**config.mk**
```make
export PLATFORM = sky130hd
export DESIGN_NAME = pixel_arbiter_grid_flat
export DESIGN_NICKNAME = d
export VERILOG_FILES = /design/src/rtl/pixel_arbiter_grid_pkg.sv /design/src/rtl/pixel_arbiter_grid_if.sv /design/src/rtl/pixel_arbiter_grid_rr_pick.sv /design/src/rtl/pixel_arbiter_grid.sv /design/src/flat_wrapper.sv
export SDC_FILE = /design/constraint.sdc
export NUM_CORES = 1
export LEC_CHECK = 0
export ABC_CLOCK_PERIOD_IN_PS = 13640
export CAP_MARGIN = 20
export CORE_ASPECT_RATIO = 1.25
export CORE_UTILIZATION = 51
export DETAILED_ROUTE_END_ITERATION = 16
export PLACE_DENSITY = 0.75
export SYNTH_ARGS = -nofsm -noshare
export SYNTH_HDL_FRONTEND = slang
export SYNTH_SLANG_ARGS = --single-unit
export TNS_END_PERCENT = 30
```
**constraint.sdc**
```tcl
create_clock -name clk -period 13.64 [get_ports clk]
set_input_delay 2.728 -clock clk [delete_from_list [all_inputs] [get_ports clk]]
set_output_delay 2.728 -clock clk [all_outputs]
set_load 0.005 [all_outputs]
```
**src/rtl/pixel_arbiter_grid_pkg.sv**
```systemverilog
// rtl/pixel_arbiter_grid_pkg.sv - shared FSM state type and width helpers for the pixel arbiter
package pixel_arb_pkg;

  typedef enum logic [1:0] {
    IDLE    = 2'd0,
    ROW_SEL = 2'd1,
    COL_SEL = 2'd2,
    GRANT   = 2'd3
  } state_t;

  // Index width for an N-entry vector, never narrower than one bit.
  function automatic int idx_w(input int n);
    return (n > 1) ? $clog2(n) : 1;
  endfunction

  function automatic int cnt_w(input int n);
    return $clog2(n + 1);
  endfunction

endpackage

```
**src/rtl/pixel_arbiter_grid_if.sv**
```systemverilog
// rtl/pixel_arbiter_grid_if.sv - pixel event inputs and grant/handshake outputs of the arbiter
interface pixel_arbiter_grid_if #(
  parameter int ROWS  = 4,
  parameter int COLS  = 4,
  parameter int DROPW = 8
) ();
  import pixel_arb_pkg::*;

  localparam int XW = idx_w(ROWS);
  localparam int YW = idx_w(COLS);

  logic                       enable;
  logic [ROWS-1:0][COLS-1:0]  set;
  logic                       ready_i;
  logic                       valid_o;
  logic [ROWS-1:0][COLS-1:0]  gnt_o;
  logic [XW-1:0]              x_add;
  logic [YW-1:0]              y_add;
  logic                       req;
  logic [DROPW-1:0]           drop_cnt;

  modport master (
    input  enable, set, ready_i,
    output valid_o, gnt_o, x_add, y_add, req, drop_cnt
  );

  modport slave (
    output enable, set, ready_i,
    input  valid_o, gnt_o, x_add, y_add, req, drop_cnt
  );

endinterface

```
**src/rtl/pixel_arbiter_grid_rr_pick.sv**
```systemverilog
// rtl/pixel_arbiter_grid_rr_pick.sv - combinational round-robin search starting at ptr_i with wrap
module rr_pick
  import pixel_arb_pkg::*;
#(
  parameter int N = 4,
  parameter int W = idx_w(N)
) (
  input  logic [N-1:0] req_i,
  input  logic [W-1:0] ptr_i,
  output logic         found_o,
  output logic [W-1:0] idx_o,
  output logic [N-1:0] onehot_o
);

  logic [W:0]   cand;
  logic [W-1:0] cand_w;

  // One extra bit on the candidate sum so ptr+k can be folded back below N.
  always_comb begin
    found_o  = 1'b0;
    idx_o    = '0;
    onehot_o = '0;
    cand     = '0;
    cand_w   = '0;
    for (int k = 0; k < N; k++) begin
      cand = {1'b0, ptr_i} + (W+1)'(k);
      if (cand >= (W+1)'(N)) begin
        cand = cand - (W+1)'(N);
      end
      cand_w = cand[W-1:0];
      if (!found_o && req_i[cand_w]) begin
        found_o          = 1'b1;
        idx_o            = cand_w;
        onehot_o[cand_w] = 1'b1;
      end
    end
  end

endmodule

```
**src/rtl/pixel_arbiter_grid.sv**
```systemverilog
// rtl/pixel_arbiter_grid.sv - pending-map pixel arbiter, row-first then column round-robin
module pixel_arbiter_grid
  import pixel_arb_pkg::*;
#(
  parameter int ROWS  = 4,
  parameter int COLS  = 4,
  parameter int DROPW = 8
) (
  input  logic                 clk,
  input  logic                 rst_n,
  pixel_arbiter_grid_if.master bus
);

  localparam int XW   = idx_w(ROWS);
  localparam int YW   = idx_w(COLS);
  localparam int PCW  = cnt_w(ROWS * COLS);
  localparam int SUMW = ((DROPW > PCW) ? DROPW : PCW) + 1;
  localparam logic [DROPW-1:0] DROP_MAX = '1;

  state_t                    state_q, state_d;
  logic [ROWS-1:0][COLS-1:0] pending_q, pending_d;
  logic [XW-1:0]             row_ptr_q, row_ptr_d, x_add_q, x_add_d;
  logic [YW-1:0]             col_ptr_q, col_ptr_d, y_add_q, y_add_d;
  logic [ROWS-1:0]           sel_row_q, sel_row_d;
  logic [COLS-1:0]           sel_col_q, sel_col_d;
  logic [DROPW-1:0]          drop_q, drop_d;

  logic [ROWS-1:0][COLS-1:0] gnt, clr, dup;
  logic [ROWS-1:0]           row_any, row_oh;
  logic [COLS-1:0]           col_oh, row_rest;
  logic [XW-1:0]             row_idx;
  logic [YW-1:0]             col_idx;
  logic                      row_found, col_found;
  logic                      granting, handshake, any_other;
  logic [PCW-1:0]            dup_cnt;
  logic [SUMW-1:0]           drop_sum;

  rr_pick #(.N(ROWS)) u_row_pick (
    .req_i    (row_any),
    .ptr_i    (row_ptr_q),
    .found_o  (row_found),
    .idx_o    (row_idx),
    .onehot_o (row_oh)
  );

  rr_pick #(.N(COLS)) u_col_pick (
    .req_i    (pending_q[x_add_q]),
    .ptr_i    (col_ptr_q),
    .found_o  (col_found),
    .idx_o    (col_idx),
    .onehot_o (col_oh)
  );

  assign granting  = (state_q == GRANT);
  assign handshake = granting & bus.ready_i;

  always_comb begin
    gnt     = '0;
    row_any = '0;
    for (int i = 0; i < ROWS; i++) begin
      row_any[i] = |pending_q[i];
      for (int j = 0; j < COLS; j++) begin
        gnt[i][j] = granting & sel_row_q[i] & sel_col_q[j];
      end
    end
  end

  // Set wins over clear on the same pixel; only sets onto a surviving bit count as drops.
  assign clr       = handshake ? gnt : '0;
  assign dup       = bus.set & pending_q & ~clr;
  assign pending_d = (pending_q & ~clr) | bus.set;
  assign row_rest  = pending_q[x_add_q] & ~sel_col_q;
  assign any_other = |(pending_q & ~clr);

  always_comb begin
    dup_cnt = '0;
    for (int i = 0; i < ROWS; i++) begin
      for (int j = 0; j < COLS; j++) begin
        dup_cnt = dup_cnt + PCW'(dup[i][j]);
      end
    end
    drop_sum = SUMW'(drop_q) + SUMW'(dup_cnt);
    drop_d   = (drop_sum > SUMW'(DROP_MAX)) ? DROP_MAX : drop_sum[DROPW-1:0];
  end

  always_comb begin
    state_d   = state_q;
    row_ptr_d = row_ptr_q;
    col_ptr_d = col_ptr_q;
    x_add_d   = x_add_q;
    y_add_d   = y_add_q;
    sel_row_d = sel_row_q;
    sel_col_d = sel_col_q;
    case (state_q)
      IDLE: begin
        if (bus.enable && bus.req) begin
          state_d = ROW_SEL;
        end
      end
      ROW_SEL: begin
        if (!bus.enable || !row_found) begin
          state_d = IDLE;
        end else begin
          x_add_d   = row_idx;
          sel_row_d = row_oh;
          state_d   = COL_SEL;
        end
      end
      COL_SEL: begin
        if (!bus.enable) begin
          state_d = IDLE;
        end else if (col_found) begin
          y_add_d   = col_idx;
          sel_col_d = col_oh;
          state_d   = GRANT;
        end else begin
          state_d = ROW_SEL;
        end
      end
      GRANT: begin
        if (bus.ready_i) begin
          col_ptr_d = (y_add_q == YW'(COLS - 1)) ? '0 : y_add_q + 1'b1;
          if (|row_rest) begin
            state_d = bus.enable ? COL_SEL : IDLE;
          end else begin
            // Row drained: advance to the next row and restart its column scan.
            row_ptr_d = (x_add_q == XW'(ROWS - 1)) ? '0 : x_add_q + 1'b1;
            col_ptr_d = '0;
            state_d   = (bus.enable && any_other) ? ROW_SEL : IDLE;
          end
        end
      end
      default: state_d = IDLE;
    endcase
  end

  always_ff @(posedge clk) begin
    if (rst_n) begin
      state_q   <= IDLE;
      pending_q <= '0;
      row_ptr_q <= '0;
      col_ptr_q <= '0;
      x_add_q   <= '0;
      y_add_q   <= '0;
      sel_row_q <= '0;
      sel_col_q <= '0;
      drop_q    <= '0;
    end else begin
      state_q   <= state_d;
      pending_q <= pending_d;
      row_ptr_q <= row_ptr_d;
      col_ptr_q <= col_ptr_d;
      x_add_q   <= x_add_d;
      y_add_q   <= y_add_d;
      sel_row_q <= sel_row_d;
      sel_col_q <= sel_col_d;
      drop_q    <= drop_d;
    end
  end

  assign bus.valid_o  = granting;
  assign bus.gnt_o    = gnt;
  assign bus.x_add    = x_add_q;
  assign bus.y_add    = y_add_q;
  assign bus.req      = |pending_q;
  assign bus.drop_cnt = drop_q;

endmodule

```
**src/flat_wrapper.sv**
```systemverilog
// flat-port wrapper written by rule: the top's interface ports become plain ports
module pixel_arbiter_grid_flat import pixel_arb_pkg::*;
#(
  parameter int ROWS  = 4,
  parameter int COLS  = 4,
  parameter int DROPW = 8
)
  (clk, rst_n, bus_enable, bus_set, bus_ready_i, bus_valid_o, bus_gnt_o, bus_x_add, bus_y_add, bus_req, bus_drop_cnt);
  pixel_arbiter_grid_if #(.ROWS(ROWS), .COLS(COLS), .DROPW(DROPW)) bus_i ();
  input  logic clk;
  input  logic rst_n;
  input wire logic [$bits(bus_i.enable)-1:0] bus_enable;
  input wire logic [$bits(bus_i.set)-1:0] bus_set;
  input wire logic [$bits(bus_i.ready_i)-1:0] bus_ready_i;
  output wire logic [$bits(bus_i.valid_o)-1:0] bus_valid_o;
  output wire logic [$bits(bus_i.gnt_o)-1:0] bus_gnt_o;
  output wire logic [$bits(bus_i.x_add)-1:0] bus_x_add;
  output wire logic [$bits(bus_i.y_add)-1:0] bus_y_add;
  output wire logic [$bits(bus_i.req)-1:0] bus_req;
  output wire logic [$bits(bus_i.drop_cnt)-1:0] bus_drop_cnt;
  assign bus_i.enable = bus_enable;
  assign bus_i.set = bus_set;
  assign bus_i.ready_i = bus_ready_i;
  assign bus_valid_o = bus_i.valid_o;
  assign bus_gnt_o = bus_i.gnt_o;
  assign bus_x_add = bus_i.x_add;
  assign bus_y_add = bus_i.y_add;
  assign bus_req = bus_i.req;
  assign bus_drop_cnt = bus_i.drop_cnt;
  pixel_arbiter_grid #(.ROWS(ROWS), .COLS(COLS), .DROPW(DROPW)) u_core (.clk(clk), .rst_n(rst_n), .bus(bus_i));
endmodule
```
# Word-level counts from Yosys, hierarchy flattened
# Cells that the tools add are included.
# classes
order_cmp	26
addsub	32
bitwise	36
n_mux	80
eq_ne	7
n_reduce_logical	38
# op_table
op	count
$add 5x1->5	14
$mux 2	26
$and 16x16->16	3
$mux 4	9
$reduce_or 16->1	2
$lt 2x3->1 const B	9
$mux 1	25
$or 4x4->4	6
$and 1x1->1	21
$reduce_or 4->1	5
$ge 3x3->1 const B	6
$bmux 1 s2	8
$demux 1 s2	8
$ge 2x1->1 const B	8
$logic_and 1x1->1	16
$mux 16	1
$not 16->16	1
$or 16x16->16	1
$sub 2x1->2 const B	8
$add 2x2->3 const B	4
$add 8x5->9	1
$gt 9x8->1 const B	1
$bmux 4 s2	1
$eq 2x2->1 const B	4
other kinds (17)	31
# totals
output_inout_bits	30
elab_cells	231
input_bits	20
reg_bits	42

# Longest topological paths before layout
# Gate-level depths: netlist (run 1).
# logic_depth
ltp_word	24
depth_mapped	24
depth_no_buf	23

# Hierarchy
# From an unflattened synthesis (run 1), not the netlist that was laid out.
# hier_totals
hier_cells	376
area_unflattened_um2	3360.7
# by_module_without_submodules
module	area_each_um2	cells_each	n_inst	seq_area_each_um2
pixel_arbiter_grid	2517.4	286	1	840.8
rr_pick	421.7	45	2	0.0

# Worst setup path after synthesis (run 1)
# No wires, ideal clock.
# synth_timing
path_kind	input-to-reg
startpoint	input port bus_ready_i
endpoint	register u_core.drop_q[5], in the netlist u_core.bus.drop_cnt[5]
path_stages	21
n_path_buf	0
setup_ns	0.132
arrival_ns	7.800
path_slack_ns	5.707
path_cell_list	and4_1 a21boi_0 and2_1 ha_1 inv_1 fa_1 fa_1 fa_1 inv_1 fa_1 fa_1 inv_1 fa_1 inv_1 ha_1 a21o_1 a21o_1 a21o_1 a21oi_1 xor2_1 a21oi_1
# synth_between
elab_chain_len	22
# synth_lines
item	line	source
start: declaration	flat_wrapper.sv:14	input wire logic [$bits(bus_i.ready_i)-1:0] bus_ready_i;
$and 1x1->1 *	pixel_arbiter_grid.sv:55	assign handshake = granting & bus.ready_i;
$mux 16 *	pixel_arbiter_grid.sv:69	assign clr = handshake ? gnt : '0;
$not 16->16 *	pixel_arbiter_grid.sv:70	assign dup = bus.set & pending_q & ~clr;
$and 16x16->16 *	pixel_arbiter_grid.sv:70	
$add 1x1->2	pixel_arbiter_grid.sv:79	dup_cnt = dup_cnt + PCW'(dup[i][j]);
$add 5x1->5 (13 in series)	pixel_arbiter_grid.sv:79	
$add 5x1->5 *	pixel_arbiter_grid.sv:79	
$add 8x5->9 *	pixel_arbiter_grid.sv:82	drop_sum = SUMW'(drop_q) + SUMW'(dup_cnt);
$gt 9x8->1	pixel_arbiter_grid.sv:83	drop_d = (drop_sum > SUMW'(DROP_MAX)) ? DROP_MAX : drop_sum[DROPW-1:0];
$mux 8 *	pixel_arbiter_grid.sv:83	
end signal: assignment	pixel_arbiter_grid.sv:157	drop_q <= drop_d;
end: declaration	pixel_arbiter_grid.sv:26	logic [DROPW-1:0] drop_q, drop_d;
# Every way passes the cells marked *; elsewhere a longest branch is shown, timed or not.
# A chain may end at the register's enable or synchronous reset.

# Worst setup path after layout (run 1)
# Same ends and word-level chain as after synthesis.

==> results of run 1 <==
-- cell usage in the layout, fill, tap and decap left out, types with 4 or more instances in the layout --
master / Yosys / routed
mux4_1: 9 / 9
a22oi_1: 5 / 5
and2_1: 6 / 6
clkdlybuf4s50_1: 0 / 49
and4_1: 5 / 5
dfxtp_1: 42 / 42
a311oi_1: 4 / 4
a221oi_1: 7 / 7
fa_1: 11 / 11
inv_1: 30 / 30
or4_1: 5 / 5
clkbuf_8: 0 / 6
nand3_1: 7 / 7
mux2i_1: 9 / 9
nand4_1: 5 / 5
mux4_2: 4 / 4
ha_1: 21 / 21
nor2b_1: 4 / 4
nor2_1: 50 / 50
nand2_1: 30 / 30
o22ai_1: 7 / 7
nor4_1: 6 / 6
a21oi_1: 19 / 19
a21boi_0: 18 / 18
xnor2_1: 5 / 5
mux2_2: 7 / 7
nor3_1: 27 / 27
a21o_1: 8 / 8
o21ai_0: 14 / 14
-- where the power goes --
| group | switching (µW) | internal (µW) | leakage, µW |
|---|---|---|---|
| sequential | 12.1 | 133 | 0.000345 |
| combinational | 69.9 | 68.2 | 0.00124 |
| clock | 44.8 | 58.6 | 0.0000573 |
-- metal layers --
| layer | GRT usage, % | routed length (µm) | vias up |
|---|---|---|---|
| met1 | 31.9 | 3980 | 1590 |
| met5 | 0 | 0 | - |
| met2 | 46.8 | 4540 | 97 |
| met3 | 4.31 | 412 | 12 |
| li1 | - | - | 1598 |
| met4 | 8.65 | 153 | 0 |
-- layout make-up --
| class | count | share of cell area, % |
|---|---|---|
| timing repair buffer | 50 | 11.8 |
| clock buffer | 6 | 1.96 |
| clock inverter | 1 | 0.714 |
| inverter | 32 | 2.86 |
| sequential | 42 | 20.0 |
| tap | 87 | 2.59 |
| multi-input combinational | 322 | 60.0 |
-- worst reg2reg max path, delay by kind of cell, from the launching register on --
family,cells,cell delay (ns)
and+or+nand+nor,2,0.52
DFF,1,0.47
xor gates and xnor gates,1,0.17
adders and majority gates,8,3.46
buffers and inverters,4,0.27
AOI/OAI and AO/OA,6,1.06
-- sequential cells by signal, indices dropped and copies added, names as in the netlist --
register and flops:
u_core.bus.y_add 2, u_core.bus.x_add 2, u_core.pending_q 16, u_core.sel_col_q 4, u_core.sel_row_q 4, u_core.col_ptr_q 2, u_core.bus.drop_cnt 8, u_core.state_q 2
u_core.row_ptr_q 2
-- cells by family (layout without fill, tap and decap cells) --
group,after synthesis,after routing,synth area share [%]
simple gates,154,154,21.5
compound gates,96,96,18.6
buf+inv,48,89,5.68
flops,42,42,23.6
mux,33,33,15.4
fa+ha+maj,32,32,13.5
xor+xnor,7,7,1.72
-- path summary, 6_finish.rpt --
| check | from | to |
|---|---|---|
| setup / recovery | bus_ready_i | u_core.bus.drop_cnt[5]$_SDFF_PP0_ |
| hold reg to reg | u_core.bus.y_add[1]$_SDFFE_PP0P_ | u_core.bus.y_add[1]$_SDFFE_PP0P_ |
| hold / removal | u_core.bus.y_add[1]$_SDFFE_PP0P_ | u_core.bus.y_add[1]$_SDFFE_PP0P_ |
| setup reg to reg | u_core.state_q[0]$_SDFFE_PP0P_ | u_core.bus.drop_cnt[5]$_SDFF_PP0_ |
-- per-stage QoR --
stage	hold slack, ns	instances	power, µW
after global routing	0.551	540	412
after detailed placement	0.515	533	286
after CTS	0.529	540	388
after global placement	0.510	533	278
final	0.523	540	386
after floorplan	0.503	412	241
==> flow_summary.ini, run 1 <==
[sta]
fin_skew_ns = 0.00894
period_share_pct = 63.4
min_period_ns = 8.65
hold_viol = 0
relSlewSlack_pct = 33.5
fin_ws_ns = 4.99
tightest_slew_ns = 0.988
rsz0062_at_grt = false
max_freq_mhz = 116
final-max-slew-violation-count = 0
setup_viol = 0
tns_ns = 0

[critical_path]
end_kind = flip-flop
cp_max_fo = 9
crit_path_frequent_cell = fa_1
crit_required_ns = 13.82
cp_cell_sequence = clkdlybuf4s50_1 > and4_1 > a21boi_0 > and2_1 > ha_1 > inv_1 > fa_1 > fa_1 > fa_1 > inv_1 > fa_1 > fa_1 > inv_1 > fa_1 > inv_1 > ha_1 > a21o_1 > a21o_1 > a21o_1 > a21oi_1 > xor2_1 > a21oi_1
worst_ep_arrival_time_ns = 8.83
crit_family = adder cells
cp_num_buf_inv = 5
path_class = in2reg
slowest_delay_ns = 0.62
worst-r2r-cell-count = 21
cp-start-kind = primary input
crit_slowest_cell = clkdlybuf4s50_1
reg2reg_slack_ns = 7.57
cp.depth = 22

[cells_and_area]
syn2layout_area_growth_pct = 17.9
n_antenna_cell = 0
fillers = 579
fin_util_pct = 63.2
regArea_um2 = 841
multi_input_area_mm2 = 0.00252
drive_above_1_share_pct = 5.52
final_nets = 505
design_area_mm2 = 0.00420

[detailed_routing]
drt-initial-drc-count = 176
dr_total_vias = 3297
drtPass1Iterations = 5
vias_per_cell = 6.11
drtAntennaViolNets = 0
routedWlPerCell_um = 16.8
drcViolationCount = 0
wl_mm = 9.09

[clock_network]
hold_buffers = 0
clock_path_buffers = 2
path_clk_slew_ns = 0.09
root_buffer = clkbuf_8
clock_sinks = 42
cts_tree = yes
cts_buffers = 5
htree_levels = 2
ctsResizeCount = 0
clkLatencyLatePin_ns = 0.30
postCtsSetupRepairBufs = 0

[floorplanning]
die_x_um = 76.8
start_util_pct = 53.6
dieArea_mm2 = 0.00733
top_level_ports = 50
rows = 33
die_h_um = 95.5
fp.coreArea_mm2 = 0.00665

[grt]
grt_pass1_vias = 3085
grt_pass1_wl_mm = 15.0
grt.overflow.total = 0
antenna_found_initial = 0
grt_max_degree = 43
grt_usage_pct = 26.1

[placed_design]
dp_slack_ns = 4.66
portBuffers = 49
placed_area_mm2 = 0.00409
hpwl_mm = 6.94
place.gp.congestion = 0.884

[logic_synthesis]
synth.most_common_cell = nor2_1
syn_area_mm2 = 0.00357
synth_nets = 464
yosys.area.top_type = dfxtp_1
netlist_top_cells_count = 50 x nor2_1, 42 x dfxtp_1, 30 x inv_1, 30 x nand2_1, 27 x nor3_1
ys_ff_latch = 42
synthFlopType = dfxtp_1
synth_enable_flop_cells = 0
postSynthAreaPerCell_um2 = 8.66
synthCells = 412
synthDistinctLibCells = 56
synth.area.top_cells = dfxtp_1 24%, ha_1 7.4%, mux4_1 6.6%
seq_area_frac_synth_pct = 23.6
synthArstFlopShare_pct = 0
synth_top_cell_area_share_pct = 23.6
yosys_warnings = 0

[pwr]
powerDensity_mw_per_mm2 = 92.0
vdd_drop_max_v = 0.0000927
p_leak_uw = 0.00165

[outcome]
status = finished, final reports clean

[worst_hold_path]
min_path_type = reg2reg
worstHoldPathCells = 2

[flow_run]
drv_cap = 0
No activity file was read; power rests on OpenSTA's default activity.
==> run 2, diff against run 1 <==
Settings changed: ABC_CLOCK_PERIOD_IN_PS 13640 to 9000.
Clock period 13.64 ns to 9 ns, I/O delays scaled along.
==> flow_summary.ini, run 2 (synthesis gave the netlist of run 1 again) <==
[floorplanning]
die_h_um = 95.5
rows = 33
start_util_pct = 53.6
dieArea_mm2 = 0.00733
top_level_ports = 50
fp.coreArea_mm2 = 0.00665
die_x_um = 76.8

[cells_and_area]
design_area_mm2 = 0.00418
top_register = u_core.pending_q
final_nets = 505
drive_above_1_share_pct = 5.51
final_cell_mix = 50 x nor2_1, 49 x clkdlybuf4s50_1, 42 x dfxtp_1
layout_commonest_cell = nor2_1
syn2layout_area_growth_pct = 17.3
n_antenna_cell = 0
largest_reg_flops = 16

[critical_path]
crit_path_frequent_cell = fa_1
path_class = in2reg
slowest_delay_ns = 0.61
cp-start-kind = primary input
cp_num_buf_inv = 5
cp_max_fo = 9
crit_required_ns = 9.23
crit_family = adder cells
end_kind = flip-flop
worst_ep_arrival_time_ns = 7.96
crit_slowest_cell = clkdlybuf4s50_1
cp_cell_sequence = clkdlybuf4s50_1 > and4_1 > a21boi_0 > and2_1 > ha_1 > inv_1 > fa_1 > fa_1 > fa_1 > inv_1 > fa_1 > fa_1 > inv_1 > fa_1 > fa_1 > nand3b_1 > a21boi_0 > o21ai_0 > inv_1 > nand3_1 > a21oi_1

[sta]
rsz0062_at_grt = false
tightest_slew_ns = 1.01
max_freq_mhz = 129
period_share_pct = 85.8
tns_ns = 0
min_period_ns = 7.73
relSlewSlack_pct = 31.8
final-max-slew-violation-count = 0
fin_ws_ns = 1.27
setup_viol = 0
hold_viol = 0
fin_skew_ns = 0.00560

[clock_network]
htree_levels = 2
ctsResizeCount = 0
cts_buffers = 5
clkLatencyLatePin_ns = 0.30
hold_buffers = 0
clock_path_buffers = 2
root_buffer = clkbuf_8
postCtsSetupRepairBufs = 0
path_clk_slew_ns = 0.08
clock_sinks = 42
cts_tree = yes

[pwr]
vdd_drop_max_v = 0.000113
p_leak_uw = 0.00164
powerDensity_mw_per_mm2 = 131

[grt]
antenna_found_initial = 0
grt_max_degree = 43
grt_pass1_vias = 3047
grt.overflow.total = 0
grt_usage_pct = 25.3
grt_pass1_wl_mm = 14.6

[detailed_routing]
wl_mm = 8.92
drt-initial-drc-count = 170
drtAntennaViolNets = 0
vias_per_cell = 6.07
routedWlPerCell_um = 16.5
dr_total_vias = 3282
drcViolationCount = 0
drtPass1Iterations = 6

[flow_run]
drv_cap = 0

[outcome]
status = finished, final reports clean

[placed_design]
placed_area_mm2 = 0.00409
hpwl_mm = 6.85
portBuffers = 49
dp_slack_ns = 0.985
place.gp.congestion = 0.884

[worst_hold_path]
min_path_type = reg2reg
run 2: changes by cell type in the layout (fill, tap and decap cells not counted):
cell       delta
clkbuf_1      +1
bufinv_16     -1
clkinv_2      +1
run 2: final timing paths:
check,startpoint,end,slack (ns),depth (start not counted)
min reg2reg,u_core.bus.drop_cnt[6]$_SDFF_PP0_,u_core.bus.drop_cnt[6]$_SDFF_PP0_,0.52,1
min,u_core.bus.drop_cnt[6]$_SDFF_PP0_,u_core.bus.drop_cnt[6]$_SDFF_PP0_,0.52,1
max reg2reg,u_core.state_q[0]$_SDFFE_PP0P_,u_core.bus.drop_cnt[1]$_SDFF_PP0_,2.94,20
max,bus_ready_i,u_core.bus.drop_cnt[1]$_SDFF_PP0_,1.27,21
run 2: cell type report:
class	count	area [µm²]
sequential	42	841
tap	87	109
multi-input combinational	322	2520
inverter	32	120
fill	585	2470
timing repair buffer	50	498
clock buffer	7	86.3
clock inverter	1	5.00
run 2: routing by layer:
| metal | up-vias | part of all wire (%) | wire length (µm) | global-route usage (%) |
|---|---|---|---|---|
| met2 | 96 | 50 | 4470 | 45.3 |
| li1 | 1602 | - | - | - |
| met5 | - | 0 | 0 | 0 |
| met3 | 17 | 4.8 | 429 | 3.64 |
| met1 | 1567 | 43 | 3810 | 30.6 |
| met4 | 0 | 2.4 | 212 | 9.46 |
run 2: power by group:
part | switching, µW | leakage [µW] | internal [µW]
registers | 17.9 | 0.000345 | 201
logic | 102 | 0.00124 | 102
clock network | 64.6 | 0.0000482 | 61.9
run 2: stage by stage:
step           hold slack (ns)  std cells  total power [µW]  utilization [%]
2_1_floorplan            0.503        412               366                -
3_3_place_gp             0.510        533               421             61.5
3_5_place_dp             0.508        533               427             61.5
4_1_cts                  0.521        541               552             62.9
5_1_grt                  0.547        541               586             62.9
6_report                 0.518        541               549             62.9
==> run 3, diff against run 2 <==
Settings changed: CORE_UTILIZATION 51 to 35, PLACE_DENSITY 0.75 to not set, SLEW_MARGIN set to 15.
==> flow_summary.ini, run 3 (synthesis gave the netlist of run 1 again) <==
[pwr]
p_sw_uw = 194
clock_power_share_pct = 32.6
total_power_uw = 628
switching_share_pct = 30.9
powerDensity_mw_per_mm2 = 146
intPower_uw = 434
p_comb_share_pct = 32.4
p_leak_uw = 0.00167
seq_power_share_pct = 35.0
vdd_drop_max_v = 0.000108

[outcome]
status = finished, final reports clean

[clock_network]
cts_tree = yes
cts_buffers = 5
htree_levels = 2
clock_path_buffers = 2
ctsResizeCount = 0
clock_sinks = 42
root_buffer = clkbuf_16
clkLatencyLatePin_ns = 0.29
hold_buffers = 0
postCtsSetupRepairBufs = 0
path_clk_slew_ns = 0.06

[cells_and_area]
drive_above_1_share_pct = 5.29
final_nets = 505
layout_commonest_cell = nor2_1
fillers = 1002
top_register = u_core.pending_q
syn2layout_area_growth_pct = 20.6
largest_reg_flops = 16
n_antenna_cell = 0
final_cell_mix = 50 x nor2_1, 49 x clkdlybuf4s50_1, 42 x dfxtp_1

[grt]
grt.overflow.total = 0
grt_pass1_wl_mm = 16.0
antenna_found_initial = 0
grt_usage_pct = 19.4
grt_max_degree = 43
grt_pass1_vias = 3142

[critical_path]
worst_ep_arrival_time_ns = 8.00
end_kind = flip-flop
cp_num_buf_inv = 5
crit_path_frequent_cell = fa_1
crit_slowest_cell = clkdlybuf4s50_1
cp-start-kind = primary input
cp_cell_sequence = clkdlybuf4s50_1 > and4_1 > a21boi_0 > and2_1 > ha_1 > inv_1 > fa_1 > fa_1 > fa_1 > inv_1 > fa_1 > fa_1 > inv_1 > fa_1 > fa_1 > nand3b_1 > a21boi_0 > o21ai_0 > inv_1 > nand3_1 > a21oi_1
crit_required_ns = 9.21
cp_max_fo = 9
slowest_delay_ns = 0.61
path_class = in2reg
crit_family = adder cells

[detailed_routing]
drt-initial-drc-count = 153
drtPass1Iterations = 4
dr_total_vias = 3276
wl_mm = 9.86
drcViolationCount = 0
vias_per_cell = 5.65
drtAntennaViolNets = 0
routedWlPerCell_um = 17.0

[worst_hold_path]
min_path_type = reg2reg

[floorplanning]
start_util_pct = 36.5
die_x_um = 92.3
top_level_ports = 50
fp.coreArea_mm2 = 0.00976
dieArea_mm2 = 0.0106
die_h_um = 115
rows = 40

[placed_design]
portBuffers = 49
hpwl_mm = 7.55
place.gp.congestion = 0.853

[flow_run]
drv_cap = 0

[sta]
tns_ns = 0
setup_viol = 0
min_period_ns = 7.79
period_share_pct = 86.6
tightest_slew_ns = 1.05
hold_viol = 0
final-max-slew-violation-count = 0
rsz0062_at_grt = false
max_freq_mhz = 128
relSlewSlack_pct = 29.2
fin_skew_ns = 0.0103
## run 3: worst paths after layout
kind	startpoint	to	slack [ns]	cells past startpoint
setup reg to reg	u_core.state_q[0]$_SDFFE_PP0P_	u_core.bus.drop_cnt[5]$_SDFF_PP0_	2.89	20
hold / removal	u_core.bus.y_add[1]$_SDFFE_PP0P_	u_core.bus.y_add[1]$_SDFFE_PP0P_	0.53	2
hold reg to reg	u_core.bus.y_add[1]$_SDFFE_PP0P_	u_core.bus.y_add[1]$_SDFFE_PP0P_	0.53	2
setup / recovery	bus_ready_i	u_core.bus.drop_cnt[5]$_SDFF_PP0_	1.21	21
## run 3: area by class of cell
type                    count  area [µm²]  area share, %
flip-flops and latches     42         841           19.5
multi-input cells         322        2520           58.6
clock inverters             1        30.0          0.698
repair buffers             50         498           11.6
clock buffers               7         133           3.08
inverters                  32         120           2.79
well taps                 126         158           3.66
## run 3: layer usage
metal / GRT usage, % / share of wire (%)
met2: 34.8 / 52
met3: 3.11 / 3.5
met5: 0 / 0
met4: 6.98 / 1.5
met1: 23.5 / 43
## run 3: worst register-to-register path, stage by stage, from the launching register on
cell and delay [ns]:
dfxtp_1 0.45, and4_1 0.33, a21boi_0 0.17, and2_1 0.20
ha_1 0.27, inv_1 0.05, fa_1 0.56, fa_1 0.45
fa_1 0.56, inv_1 0.06, fa_1 0.50, fa_1 0.45
inv_1 0.08, fa_1 0.45, fa_1 0.44, nand3b_1 0.19
a21boi_0 0.15, o21ai_0 0.14, inv_1 0.10, nand3_1 0.21
a21oi_1 0.20
## run 3: power groups by stage
| stage | Combinational [µW] | Clock, µW | Sequential (µW) |
|---|---|---|---|
| floorplan | 149 | 0 | 216 |
| global placement | 203 | 0 | 224 |
| detailed placement | 205 | 0 | 223 |
| CTS | 207 | 207 | 220 |
| global route | 233 | 217 | 222 |
| finish | 204 | 205 | 220 |
## run 3: stage by stage
stage / worst slack, ns / hold WS [ns] / utilization [%] / std cells / area (µm²)
CTS: 1.17 / 0.531 / 44.1 / 580 / 4300
global route: 0.826 / 0.556 / 44.1 / 580 / 4300
floorplan: 2.00 / 0.503 / - / 412 / 3570
detailed placement: 0.946 / 0.521 / 42.4 / 572 / 4140
global placement: 1.04 / 0.509 / 42.4 / 572 / 4140
finish: 1.21 / 0.528 / 44.1 / 580 / 4300
